`config.mk`:
```
export PLATFORM = sky130hd
export DESIGN_NAME = div_low
export DESIGN_NICKNAME = d
export VERILOG_FILES = /design/src/rtl/div_low_pkg.sv /design/src/rtl/div_low_step.sv /design/src/rtl/div_low.sv
export SDC_FILE = /design/constraint.sdc
export NUM_CORES = 1
export LEC_CHECK = 0
export BUFFER_PORTS_ARGS = -buffer_cell sky130_fd_sc_hd__clkbuf_2
export CORE_MARGIN = 1
export CORE_UTILIZATION = 55
export DETAILED_ROUTE_END_ITERATION = 8
export PLACE_DENSITY_LB_ADDON = 0.2
export RECOVER_POWER = 50
export SLEW_MARGIN = 5
export SYNTH_ARGS = -nofsm -noshare
export SYNTH_HDL_FRONTEND = slang
export SYNTH_SLANG_ARGS = --single-unit
export TNS_END_PERCENT = 50
```
`constraint.sdc`:
```
create_clock -name clk -period 1.7 [get_ports clk]
set_input_delay 0.17 -clock clk [delete_from_list [all_inputs] [get_ports clk]]
set_output_delay 0.17 -clock clk [all_outputs]
set_load 0.1 [all_outputs]
```
`src/rtl/div_low_pkg.sv`:
```
// Shared types and helpers for the sequential restoring divider.
package div_low_pkg;

  typedef enum logic [1:0] {
    IDLE = 2'd0,
    CALC = 2'd1,
    DONE = 2'd2
  } state_e;

  // Bit counter width for an n-step operation; never narrower than one bit.
  function automatic int cnt_width(input int n);
    return (n > 1) ? $clog2(n) : 1;
  endfunction

endpackage

```
`src/rtl/div_low_step.sv`:
```
// One combinational restoring-division step: shift in a dividend bit, trial-subtract the divisor.
module div_low_step #(
  parameter int M = 4
) (
  input  logic [M:0]   pr_i,
  input  logic         bit_i,
  input  logic [M-1:0] divisor_i,
  output logic [M:0]   pr_o,
  output logic         q_o
);

  logic [M:0] shifted;
  logic       pr_msb_unused;

  // The incoming pr is already below the divisor, so its MSB is always zero and drops out.
  assign pr_msb_unused = pr_i[M];
  assign shifted       = {pr_i[M-1:0], bit_i};
  assign q_o           = (shifted >= {1'b0, divisor_i});
  assign pr_o          = q_o ? (shifted - {1'b0, divisor_i}) : shifted;

endmodule

```
`src/rtl/div_low.sv`:
```
// Non-pipelined restoring divider: N-bit dividend / M-bit divisor, one quotient bit per clock.
import div_low_pkg::*;

module div_low #(
  parameter int N = 8,
  parameter int M = 4
) (
  input  logic         clk,
  input  logic         rst,
  input  logic         data_rdy,
  input  logic [N-1:0] dividend,
  input  logic [M-1:0] divisor,
  output logic         busy,
  output logic         res_rdy,
  output logic [N-1:0] quotient,
  output logic [M-1:0] remainder,
  output logic         div_zero
);

  localparam int CW = cnt_width(N);

  state_e          state_q, state_d;
  logic [N-1:0]    shift_q, shift_d;
  logic [M-1:0]    dvsr_q, dvsr_d;
  logic [M:0]      pr_q, pr_d;
  logic [CW-1:0]   cnt_q, cnt_d;
  logic [N-1:0]    quot_q, quot_d;
  logic [M-1:0]    rem_q, rem_d;
  logic            dz_q, dz_d;

  logic [M:0]      step_pr;
  logic            step_q;

  div_low_step #(.M(M)) u_step (
    .pr_i      (pr_q),
    .bit_i     (shift_q[N-1]),
    .divisor_i (dvsr_q),
    .pr_o      (step_pr),
    .q_o       (step_q)
  );

  always_ff @(posedge clk or posedge rst) begin
    if (rst) begin
      state_q <= IDLE;
      shift_q <= '0;
      dvsr_q  <= '0;
      pr_q    <= '0;
      cnt_q   <= '0;
      quot_q  <= '0;
      rem_q   <= '0;
      dz_q    <= 1'b0;
    end else begin
      state_q <= state_d;
      shift_q <= shift_d;
      dvsr_q  <= dvsr_d;
      pr_q    <= pr_d;
      cnt_q   <= cnt_d;
      quot_q  <= quot_d;
      rem_q   <= rem_d;
      dz_q    <= dz_d;
    end
  end

  // Quotient bits enter the shifter LSB as dividend bits leave its MSB.
  always_comb begin
    state_d = state_q;
    shift_d = shift_q;
    dvsr_d  = dvsr_q;
    pr_d    = pr_q;
    cnt_d   = cnt_q;
    quot_d  = quot_q;
    rem_d   = rem_q;
    dz_d    = dz_q;
    case (state_q)
      IDLE: begin
        if (data_rdy) begin
          shift_d = dividend;
          dvsr_d  = divisor;
          pr_d    = '0;
          cnt_d   = '0;
          state_d = CALC;
        end
      end
      CALC: begin
        pr_d    = step_pr;
        shift_d = {shift_q[N-2:0], step_q};
        cnt_d   = cnt_q + CW'(1);
        if (cnt_q == CW'(N - 1)) begin
          quot_d  = {shift_q[N-2:0], step_q};
          rem_d   = step_pr[M-1:0];
          dz_d    = (dvsr_q == '0);
          state_d = DONE;
        end
      end
      DONE: begin
        state_d = IDLE;
      end
      default: begin
        state_d = IDLE;
      end
    endcase
  end

  assign busy      = (state_q != IDLE);
  assign res_rdy   = (state_q == DONE);
  assign quotient  = quot_q;
  assign remainder = rem_q;
  assign div_zero  = dz_q;

endmodule
```
==> results_dict.tcl <==
set metrics [dict create \
    antenna_found_initial 0 \
    max_stage_delay_ns 0.43 \
    clock_latency_ns 0.33 \
    place_inst 208 \
    fin_ws_ns 0.0424 \
    nets 209 \
    cp.arrival_ns 1.89 \
    yosys.area_share.simple 0.136 \
    async_reset_ff_frac 1.00 \
    dieArea_um2 3300 \
    cts_sinks 34 \
    dp_hpwl_um 2260 \
    finClkSkew_ns 0.00229 \
    htree_levels 2 \
    cp.buffers_inverters 0 \
    root_buffer "clkbuf_4" \
    synth_top_area_share 0.503 \
    synthMuxAreaShare 0.115 \
    clockBufferDepth 2 \
    dr_wl_met3_um 134 \
    yosys-top-cells-area "dfrtp_1 50%, mux2_2 5.3%, ha_1 4.4%, mux2i_1 4.1%, nand2_1 4.0%" \
    area_growth_pct 18.0 \
    synth.avg_cell_area_um2 11.2 \
    yosysWarnings 0 \
    drtAntennaViolNets 0 \
    cp_slowest_cell "dfrtp_1" \
    r2r_slack_ns 0.04 \
    synth-edff-count 0 \
    vias_per_cell 5.55 \
    top_layer_used "met4" \
    drv_slew 0 \
    tightest_slew_ns 0.792 \
    critical_path.endpoint_type "flop" \
    start_util 0.598 \
    post-route-drc-count 4 \
    seq_area_frac_synth 0.503 \
    rsz0062_at_grt "true" \
    stdcell_count 218 \
    cts_tree "yes" \
    core_um2 2830 \
    die_y_um 57.4 \
    nFillCells 216 \
    cts_made_buffers 5 \
    cp_max_fo 3 \
    synthAdderAreaFrac 0.0563 \
    synth_flop_cell "dfrtp_1" \
    wire_per_inst_um 14.6 \
    ios 30 \
    crit_chain "ha_2 > nor4_4 > o21a_1 > o21ai_1 > a32o_1" \
    hold_slack_ns 0.0472 \
    start_kind "flop" \
    hold_violations 0 \
    synth_xor_area_frac 0.00518 \
    antennaDiodeCount 0 \
    setup_violations 0 \
    wl_met1_um 1370 \
    numPortBuffers 29 \
    yosysTopAreaCell "dfrtp_1" \
    drt_iter0_markers 34 \
    ys_ff_latch 34 \
    synth_compound_area_frac 0.135 \
    grt_usage 0.227 \
    min_period_ns 1.66 \
    violations "DRC" \
    min_path_type "input pin to flop" \
    vias 1209 \
    grt_max_degree 35 \
    syn_inst 151 \
    die_w_um 57.4 \
    wirelength_um 3180 \
    grt_pass1_wl_um 5460 \
    grt_pass1_vias 1199 \
    firstDrtPassIters 6 \
    synth_nets 173 \
    drive_above_1_share 0.364 \
    critPathRequiredTime_ns 1.93 \
    outcome "finished, violations left" \
    slew_headroom 0.472 \
    layout_common_cells "34 x dfrtp_1, 30 x clkbuf_2, 18 x nand2_1" \
    fmaxAchievable_ghz 0.603 \
    synth_top_family_by_area "simple AND/OR/NAND/NOR gates" \
    timing.final.crit_share 0.975 \
    clkTransAtPathRegs_ns 0.10 \
    layout_commonest_cell "dfrtp_1" \
    gr-total-overflow 0 \
    rows 19 \
    synth_area_um2 1690 \
    fin_setup_tns_ns 0 \
    wl_met2_um 1640 \
    cp_top_family "compound AO/OA/AOI/OAI gates" \
    criticalPathCategory "flop to flop" \
    pre_cts_slack_ns 0.0582 \
    cap_violations 0 \
    gp_congestion 0.794 \
    synthDistinctLibCells 38 \
]
cell usage after synthesis (3+ instances only):
master / count
o21ai_1: 9
o21ai_0: 3
mux2_1: 3
mux2i_1: 7
nand3_1: 8
ha_1: 6
mux2_2: 8
nand2_1: 18
a21oi_1: 4
nor2_1: 4
dfrtp_1: 34
o31ai_2: 4
inv_1: 9
repair_timing:
action,in CTS,in global routing
endpoints found under the setup margin,0,8
buffers inserted,0,2
resized for setup,0,7
hold buffers,1,0
hold endpoints to repair,34,0
worst paths after layout:
check,startpoint,to,cells past startpoint
max,pr_q[1],pr_q[0],5
max in group asynchronous,rst,dvsr_q[2],4
max reg2reg,pr_q[1],pr_q[0],5
min in group asynchronous,rst,quotient[5],4
min reg2reg,remainder[3],remainder[3],2
min,divisor[1],dvsr_q[1],2
layer usage:
| layer | GRT usage | vias up |
|---|---|---|
| li1 | - | 594 |
| met1 | 0.282 | 583 |
| met2 | 0.365 | 27 |
| met3 | 0.0748 | 5 |
| met4 | 0.0941 | 0 |
| met5 | 0 | - |
flip-flops by register name, indices dropped and copies added (netlist names):
signal	cells
cnt_q	3
div_zero	1
state_q	2
shift_q	8
pr_q	4
remainder	4
quotient	8
dvsr_q	4
cells by family (layout without fill, tap and decap cells):
logic type               count (synthesis)  in the layout
adder cells (fa/ha/maj)                  7              7
AO/OA/AOI/OAI                           31             31
multiplexers                            18             18
XOR/XNOR                                 1              1
flip-flops                              34             34
buffers and inverters                   17             53
AND/OR/NAND/NOR                         43             43
final cells by class:
class / instances / area [um2] / share of cell area
repair buffers: 35 / 190 / 0.0954
well taps: 31 / 38.8 / 0.0194
multi-input cells: 100 / 792 / 0.397
clock inverters: 1 / 30.0 / 0.0151
flip-flops and latches: 34 / 851 / 0.427
inverters: 11 / 41.3 / 0.0207
clock buffers: 6 / 51.3 / 0.0257
per-stage QoR:
step,instance area [um2],utilization
finish,1990,0.705
global route,1990,0.705
CTS,1950,0.689
detailed placement,1860,0.656
global placement,1860,0.656
floorplan,1690,-
Power is left out: the tool's default activity adds up to more than one toggle a clock period on the data nets, which glitch-free logic cannot reach.
